===== config.mk =====
export PLATFORM = sky130hd
export DESIGN_NAME = counter_bank_dev_io
export DESIGN_NICKNAME = d
export VERILOG_FILES = /design/src/rtl/counter_bank_dev_io.sv
export SDC_FILE = /design/constraint.sdc
export NUM_CORES = 1
export LEC_CHECK = 0
export ABC_AREA = 1
export BUFFER_PORTS_ARGS = -buffer_cell sky130_fd_sc_hd__buf_4
export CAP_MARGIN = 10
export CORE_UTILIZATION = 64
export CTS_BUF_LIST = sky130_fd_sc_hd__clkbuf_16
export DETAILED_ROUTE_END_ITERATION = 12
export PLACE_DENSITY_LB_ADDON = 0.12
export SLEW_MARGIN = 20
export SYNTH_ARGS = -nofsm -noshare
export SYNTH_HDL_FRONTEND = slang
export SYNTH_SLANG_ARGS = --single-unit

===== constraint.sdc =====
create_clock -name i_clk -period 2.35 [get_ports i_clk]
set_clock_uncertainty 0.1 [all_clocks]
set_input_delay 0.47 -clock i_clk [delete_from_list [all_inputs] [get_ports i_clk]]
set_output_delay 0.47 -clock i_clk [all_outputs]
set_load 0.05 [all_outputs]

===== src/rtl/counter_bank_dev_io.sv =====
// counter_bank_dev_io: NUM_CH-channel timer/counter bank with a flat register window,
// four counting modes per channel and one registered, maskable interrupt.
module counter_bank_dev_io #(
    parameter int NUM_CH = 4,
    parameter int WIDTH  = 32,
    parameter int CH_AW  = 2
) (
    input  logic              i_clk,
    input  logic              i_rst_n,
    input  logic [NUM_CH-1:0] i_tick_in,
    input  logic              i_bus_we,
    input  logic [CH_AW+1:0]  i_bus_addr,
    input  logic [31:0]       i_bus_wdata,
    output logic [31:0]       o_bus_rdata,
    output logic [NUM_CH-1:0] o_ch_out,
    output logic              o_irq
);
    localparam logic [1:0] REG_LOAD = 2'd0, REG_CTRL = 2'd1, REG_COUNT = 2'd2;
    typedef enum logic [1:0] {M_ONESHOT, M_PERIODIC, M_SQUARE, M_FREERUN} mode_e;
    logic [CH_AW-1:0]  w_ch;
    logic [1:0]        w_reg;
    logic [31:0]       w_rd [NUM_CH];
    logic [NUM_CH-1:0] w_flag;
    logic              r_irq;
    logic              w_unused;
    assign w_ch     = i_bus_addr[CH_AW+1:2];
    assign w_reg    = i_bus_addr[1:0];
    assign w_unused = ^i_bus_wdata;
    generate
        for (genvar c = 0; c < NUM_CH; c++) begin : g_ch
            logic [WIDTH-1:0] r_load, r_count;
            logic             r_en, r_irq_en, r_done, r_out;
            mode_e            r_mode;
            logic [2:0]       r_sync;
            logic             w_sel, w_wr_load, w_wr_ctrl, w_w1c;
            logic             w_tick, w_last, w_expire;
            mode_e            w_new_mode;
            assign w_sel      = (w_ch == CH_AW'(c));
            assign w_wr_load  = i_bus_we & w_sel & (w_reg == REG_LOAD);
            assign w_wr_ctrl  = i_bus_we & w_sel & (w_reg == REG_CTRL);
            assign w_w1c      = i_bus_we & w_sel & (&w_reg) & i_bus_wdata[0];
            assign w_new_mode = mode_e'(i_bus_wdata[2:1]);
            // LOAD/CTRL writes take priority, so a coincident tick is dropped
            assign w_tick     = r_sync[1] & ~r_sync[2] & r_en & ~w_wr_load & ~w_wr_ctrl;
            assign w_last     = r_count <= WIDTH'(1);
            assign w_expire   = w_tick & ((r_mode == M_FREERUN) ? (&r_count) : w_last);
            always_ff @(posedge i_clk or negedge i_rst_n) begin
                if (!i_rst_n) begin
                    r_load   <= '0;
                    r_count  <= '0;
                    r_en     <= 1'b0;
                    r_irq_en <= 1'b0;
                    r_done   <= 1'b0;
                    r_out    <= 1'b0;
                    r_mode   <= M_ONESHOT;
                    r_sync   <= '0;
                end else begin
                    r_sync <= {r_sync[1:0], i_tick_in[c]};
                    if (w_expire)
                        r_done <= 1'b1;
                    else if (w_w1c)
                        r_done <= 1'b0;
                    if (r_mode == M_PERIODIC)
                        r_out <= 1'b0;
                    if (w_wr_load) begin
                        r_load <= i_bus_wdata[WIDTH-1:0];
                        if (r_mode != M_FREERUN)
                            r_count <= i_bus_wdata[WIDTH-1:0];
                    end else if (w_wr_ctrl) begin
                        r_en     <= i_bus_wdata[0];
                        r_mode   <= w_new_mode;
                        r_irq_en <= i_bus_wdata[3];
                        if (!r_en && i_bus_wdata[0]) begin
                            r_count <= (w_new_mode == M_FREERUN) ? '0 : r_load;
                            r_out   <= 1'b0;
                        end
                    end else if (w_tick) begin
                        case (r_mode)
                            M_ONESHOT: begin
                                r_count <= w_last ? '0 : r_count - WIDTH'(1);
                                if (w_last)
                                    r_en <= 1'b0;
                            end
                            M_FREERUN: r_count <= r_count + WIDTH'(1);
                            default: begin
                                r_count <= w_last ? r_load : r_count - WIDTH'(1);
                                if (w_last)
                                    r_out <= (r_mode == M_PERIODIC) | ~r_out;
                            end
                        endcase
                    end
                end
            end
            assign o_ch_out[c] = (r_mode == M_ONESHOT) ? r_en :
                                 (r_mode == M_FREERUN) ? r_count[WIDTH-1] : r_out;
            assign w_flag[c]   = r_done & r_irq_en;
            assign w_rd[c]     = (w_reg == REG_LOAD)  ? 32'(r_load) :
                                 (w_reg == REG_CTRL)  ? {28'b0, r_irq_en, r_mode, r_en} :
                                 (w_reg == REG_COUNT) ? 32'(r_count) : {31'b0, r_done};
        end
    endgenerate
    always_comb begin
        o_bus_rdata = '0;
        for (int k = 0; k < NUM_CH; k++)
            if (w_ch == CH_AW'(k))
                o_bus_rdata = w_rd[k];
    end
    always_ff @(posedge i_clk or negedge i_rst_n) begin
        if (!i_rst_n)
            r_irq <= 1'b0;
        else
            r_irq <= |w_flag;
    end
    assign o_irq = r_irq;
endmodule


==> metrics.txt, run 1 <==
status=stopped before the end; Halt Stage=5_1_grt; Log Error=[ERROR GRT-0232] Routing congestion too high. Check the congestion heatmap in the GUI.; Synth Flop Type=dfrtp_1; GRT Util Overall=0.945; Avg Cell Area, Syn=between 6 and 7 um2; PortBufs=around 80; Mapped Area=25,100 um2; Post-Syn Instances=4,021; Die Width=roughly 200 um; Cell variety after synth=55; deepest clock path buffer count=3; CTS root buffer=clkbuf_16; Seq/Total Area, Yosys=0.292; Synthesis Warnings=0; Post-synth ARST share=1.00; Final GP Congestion=approximately 1.2; GRT worst endpoint=o_bus_rdata[0]; die height=~200 um; Seq cells post-synth=293; CTS sink cnt=between 200 and 300; type of pin the worst path ends at=output port; Post-DP HPWL=91.3 mm; H-tree depth=2; Initial Util=0.649; Std-Cell Rows=72; TritonCTS buffer count=36; Post-DP Area=29,500 um2; grt ovf=871; synthesized net count=4,088; # IOs=80; largest net degree at the start of global routing=76; EDFF count, synth=0
[cells in the mapped netlist (24+ instances only)]
library cell | number | area, um2
nand4_1 | 77 | 482
o22ai_1 | 117 | 732
nor2_2 | 36 | 225
nand3_1 | 307 | 1540
dfrtp_1 | 293 | 7330
o21ai_0 | 251 | 1260
clkbuf_1 | 88 | 330
inv_1 | 478 | 1790
xor2_1 | 61 | 534
o211ai_1 | 52 | 390
o21bai_1 | 43 | 323
nand2_1 | 1139 | 4280
o311ai_0 | 25 | 219
a311oi_1 | 36 | 315
a22oi_1 | 58 | 435
nor3_1 | 67 | 335
a21oi_1 | 118 | 591
ha_1 | 24 | 300
buf_2 | 73 | 365
nor2_1 | 459 | 1720
a21boi_1 | 47 | 353
[through the flow]
stage,instances,setup TNS (ns),util,setup WS (ns)
2_1_floorplan,4021,-0.128,-,-0.0181
3_3_place_gp,4886,-8.91,0.761,-0.230
3_5_place_dp,4886,-12.42,0.761,-0.297
4_1_cts,5082,-1.35,0.861,-0.183
[metal layers]
layer  global-route usage  overflow
met5                0.650         6
met4                0.986       282
met2                 1.04       501
met1                0.924        32
met3                0.864        50
[logic make-up after synthesis]
logic type,count (synthesis),synth area share
AOI/OAI and AO/OA,827,0.209
xor gates and xnor gates,63,0.0219
adders and majority gates,24,0.0119
buffers and inverters,683,0.108
DFF,293,0.292
muxes,1,0.000398
and+or+nand+nor,2130,0.357
[repair_timing]
action                                  in CTS
cloned                                      14
gates resized for setup                    450
pin swaps                                   92
hold endpoints to repair                    52
endpoints found under the setup margin      51
hold buffers                                 5
setup buffers                              122
==> run 2, diff against run 1 <==
--- a/config.mk
+++ b/config.mk
@@ -8,10 +8,9 @@
 export ABC_AREA = 1
 export BUFFER_PORTS_ARGS = -buffer_cell sky130_fd_sc_hd__buf_4
 export CAP_MARGIN = 10
-export CORE_UTILIZATION = 64
-export CTS_BUF_LIST = sky130_fd_sc_hd__clkbuf_16
+export CORE_UTILIZATION = 40
 export DETAILED_ROUTE_END_ITERATION = 12
-export PLACE_DENSITY_LB_ADDON = 0.12
+export PLACE_DENSITY_LB_ADDON = 0.15
 export SLEW_MARGIN = 20
 export SYNTH_ARGS = -nofsm -noshare
 export SYNTH_HDL_FRONTEND = slang
==> run 2 against run 1 <==
The flow now finishes, with violations (negative setup slack). Area after synthesis is the same. Synthesized cell count is the same.
==> metrics.txt, run 2 <==
Crit. End Element=output pin; drt first pass iters=8; synth top area cells=dfrtp_1 29%, nand2_1 17%, inv_1 7.1% (unchanged); crit path max fanout=3; vias in the first global route=slightly above 30,000; initial DRC count=3,954; grt ovf=0; GRT Util Overall=0.427; Final Max Tran Viols=0; TritonCTS clock tree=built; top-count cell post-synth=nand2_1 (unchanged); Largest regs=g_ch.r_count: 128 flops, g_ch.r_load: 128 flops, g_ch.r_sync: 12 flops; Crit path largest cell delay=approximately 0.4 ns; H-tree depth=2 (unchanged); Cell variety after synth=55 (unchanged); Post-DP HPWL=106 mm (was 91.3 mm); Placed Cells=5,298 (was 4,886); switching share of power=0.487; worst vdd ir=0.951 mV; Reg clk slew, reported paths=roughly 0.06 ns; largest net degree at the start of global routing=63; Initial Util=0.406 (was 0.649); layout cell share with drive strength beyond 1=0.322; Std-Cell Rows=91 (was 72); Final TNS setup=-3.89 ns; Worst-Skew Late Latency=0.60 ns; sw power=0.0198 W; Max-Cap Viols=0; die area=63,900 um2; Avg Cell Area, Syn=6.25 um2 (unchanged); Top Family by Delay on Critical Path=compound AO/OA/AOI/OAI gates; Synthesis Warnings=0 (unchanged); commonest non-fill, non-tap cell in the layout=nand2_1; PortBufs=79 (unchanged); Post-Route WL=141 mm; Power Density=1090 nW/um2; ANT nets after route=0; Seq cells post-synth=293 (unchanged); clock power share=0.160; Final GP Congestion=1.07 (was 1.19); Seq/Total Area, Yosys=0.292 (unchanged); Crit path arrival time=1.98 ns; crit path time final=between 2 and 3 ns; post-route clock period utilization=1.09; cell chain of the critical path=inv_1 > o221ai_1 > o21ai_1 > o22ai_4 > buf_6; post-DR wirelength/cell=25.2 um; Synth top area share=0.292 (unchanged); setup violators final=36; final net count=4,808; Mapped Area=25,100 um2 (unchanged); die height=253 um (was 200 um); DR DRC count=0; Leakage Power=roughly 17 nW; register area=7400 um2; Placeable Area=61,900 um2; TritonCTS buffer count=39 (was 36); Tightest Pin Transition=0.726 ns; CP max stage cell=dfrtp_1; Post-Syn Instances=4,021 (unchanged); cell-internal power=~0.021 W; Fin. Hold Viols=0; PnR worst setup slack=-0.200 ns; synthesized net count=4,088 (unchanged); status=finished, violations left (was stopped before the end); Synth area leader=dfrtp_1 (unchanged); Die Width=253 um (was 200 um); multi-input logic area=17,400 um2; Seq pwr share=0.212; commonest cells after routing, fill and taps aside=1,045 x nand2_1, 655 x buf_4, 379 x nor2_1, 347 x inv_1, 298 x nand3_1; Gate power share=0.628; drt via density=a little under 6; EDFF count, synth=0 (unchanged); Worst Path Buf+Inv=2; Area growth, synth to finish=48.6%; CTS root buffer=clkbuf_16 (unchanged); Crit Path Category=reg2out; Req. time, crit path=1.78 ns; crit start category=register; Synth Flop Type=dfrtp_1 (unchanged); initial antenna violation count=1; # IOs=80 (unchanged); fmax=a little under 400 MHz; CTS sink cnt=293 (unchanged); global-route wire length before repair=202 mm; Post-synth ARST share=1.00 (unchanged); Hold Crit Class=in2reg; deepest clock path buffer count=3 (unchanged); R2R Setup Slk=-0.01 ns; Max transition margin=0.515; RSZ-0062 raised after global routing=yes; Commonest cells post-synth=1,139 x nand2_1, 478 x inv_1, 459 x nor2_1, 307 x nand3_1, 293 x dfrtp_1 (unchanged); failing checks=negative setup slack; Via Count=33,200; Post-Layout Cell Count=5,608; fillers=between 5,000 and 6,000
-- run 2: cell counts after synthesis --
No cell type changed its count.
-- run 2: final timing paths --
| check | start | cells after the start | endpoint |
|---|---|---|---|
| hold reg to reg | g_ch[2].r_sync[0] | 0 | g_ch[2].r_sync[1] |
| hold / removal | i_bus_wdata[27] | 3 | g_ch[3].r_load[27] |
| setup / recovery | g_ch[1].r_en | 5 | o_bus_rdata[0] |
| min in group asynchronous | i_rst_n | 2 | g_ch[0].r_count[25] |
| setup reg to reg | g_ch[1].r_count[0] | 16 | g_ch[1].r_count[26] |
| max in group asynchronous | i_rst_n | 3 | g_ch[1].r_count[11] |
-- run 2: worst reg2reg max path, stage by stage (launching register included) --
cell and delay (ns):
dfrtp_1 0.38, buf_4 0.16, inv_4 0.07, ha_4 0.14
nor2_1 0.06, nor2_2 0.13, nand2_1 0.08, nor2_2 0.10
nand2_2 0.09, buf_4 0.15, o21ai_4 0.14, clkinvlp_4 0.19
buf_6 0.16, nand3_2 0.08, nand3_1 0.06, nand2_1 0.09
a21boi_1 0.07
-- run 2: through the flow --
stage / setup WS (ns) / hold slack (ns) / cell area (um2) / utilization / total power, W
after detailed placement: -0.461 / 0.236 / 30500 / 0.493 / 0.0276
after CTS: -0.187 / 0.00875 / 35300 / 0.570 / 0.0378
after global placement: -0.637 / 0.232 / 30500 / 0.493 / 0.0277
final: -0.200 / 0.0139 / 37300 / 0.603 / 0.0406
after floorplan: -0.0181 / 0.0744 / 25200 / - / 0.0190
after global routing: -0.252 / 0.0559 / 37300 / 0.603 / 0.0424
-- run 2: timing repair --
action / CTS / global route
resized for setup: 538 / 365
hold buffers: 5 / 0
setup buffers: 159 / 68
pin swaps: 103 / 111
gates cloned: 16 / 16
endpoints found under the setup margin: 77 / 172
hold endpoints to repair: 38 / 0
-- run 2: cell families after synthesis --
logic type	share of synthesized area
buf+inv	0.108
xor+xnor	0.0219
mux	0.000398
fa+ha+maj	0.0119
flops	0.292
simple gates	0.357
compound gates	0.209
-- run 2: layout make-up --
| class | count | area share |
|---|---|---|
| clock inverter | 14 | 0.00573 |
| antenna | 2 | 0.000134 |
| inverter | 500 | 0.0554 |
| clock buffer | 55 | 0.0302 |
| timing repair buffer | 860 | 0.217 |
| sequential | 293 | 0.198 |
| timing repair inverter | 1 | 0.000201 |
| multi-input combinational | 3046 | 0.465 |
| tap | 837 | 0.0280 |
-- run 2: power groups by stage --
stage                     Combinational, W  Sequential [W]  Clock [W]
after floorplan                     0.0110         0.00808          0
after global placement              0.0188         0.00886          0
after detailed placement            0.0188         0.00884          0
after CTS                           0.0228         0.00847    0.00652
after global routing                0.0270         0.00873    0.00668
final                               0.0255         0.00858    0.00650
-- run 2: routing by layer --
metal / share of wire / vias up / track usage
met5: 0 / - / 0
met4: 0.073 / 0 / 0.251
met3: 0.12 / 512 / 0.0997
met2: 0.41 / 2176 / 0.619
met1: 0.40 / 15600 / 0.577
li1: - / 14900 / -
(Power assumes the default switching activity.)
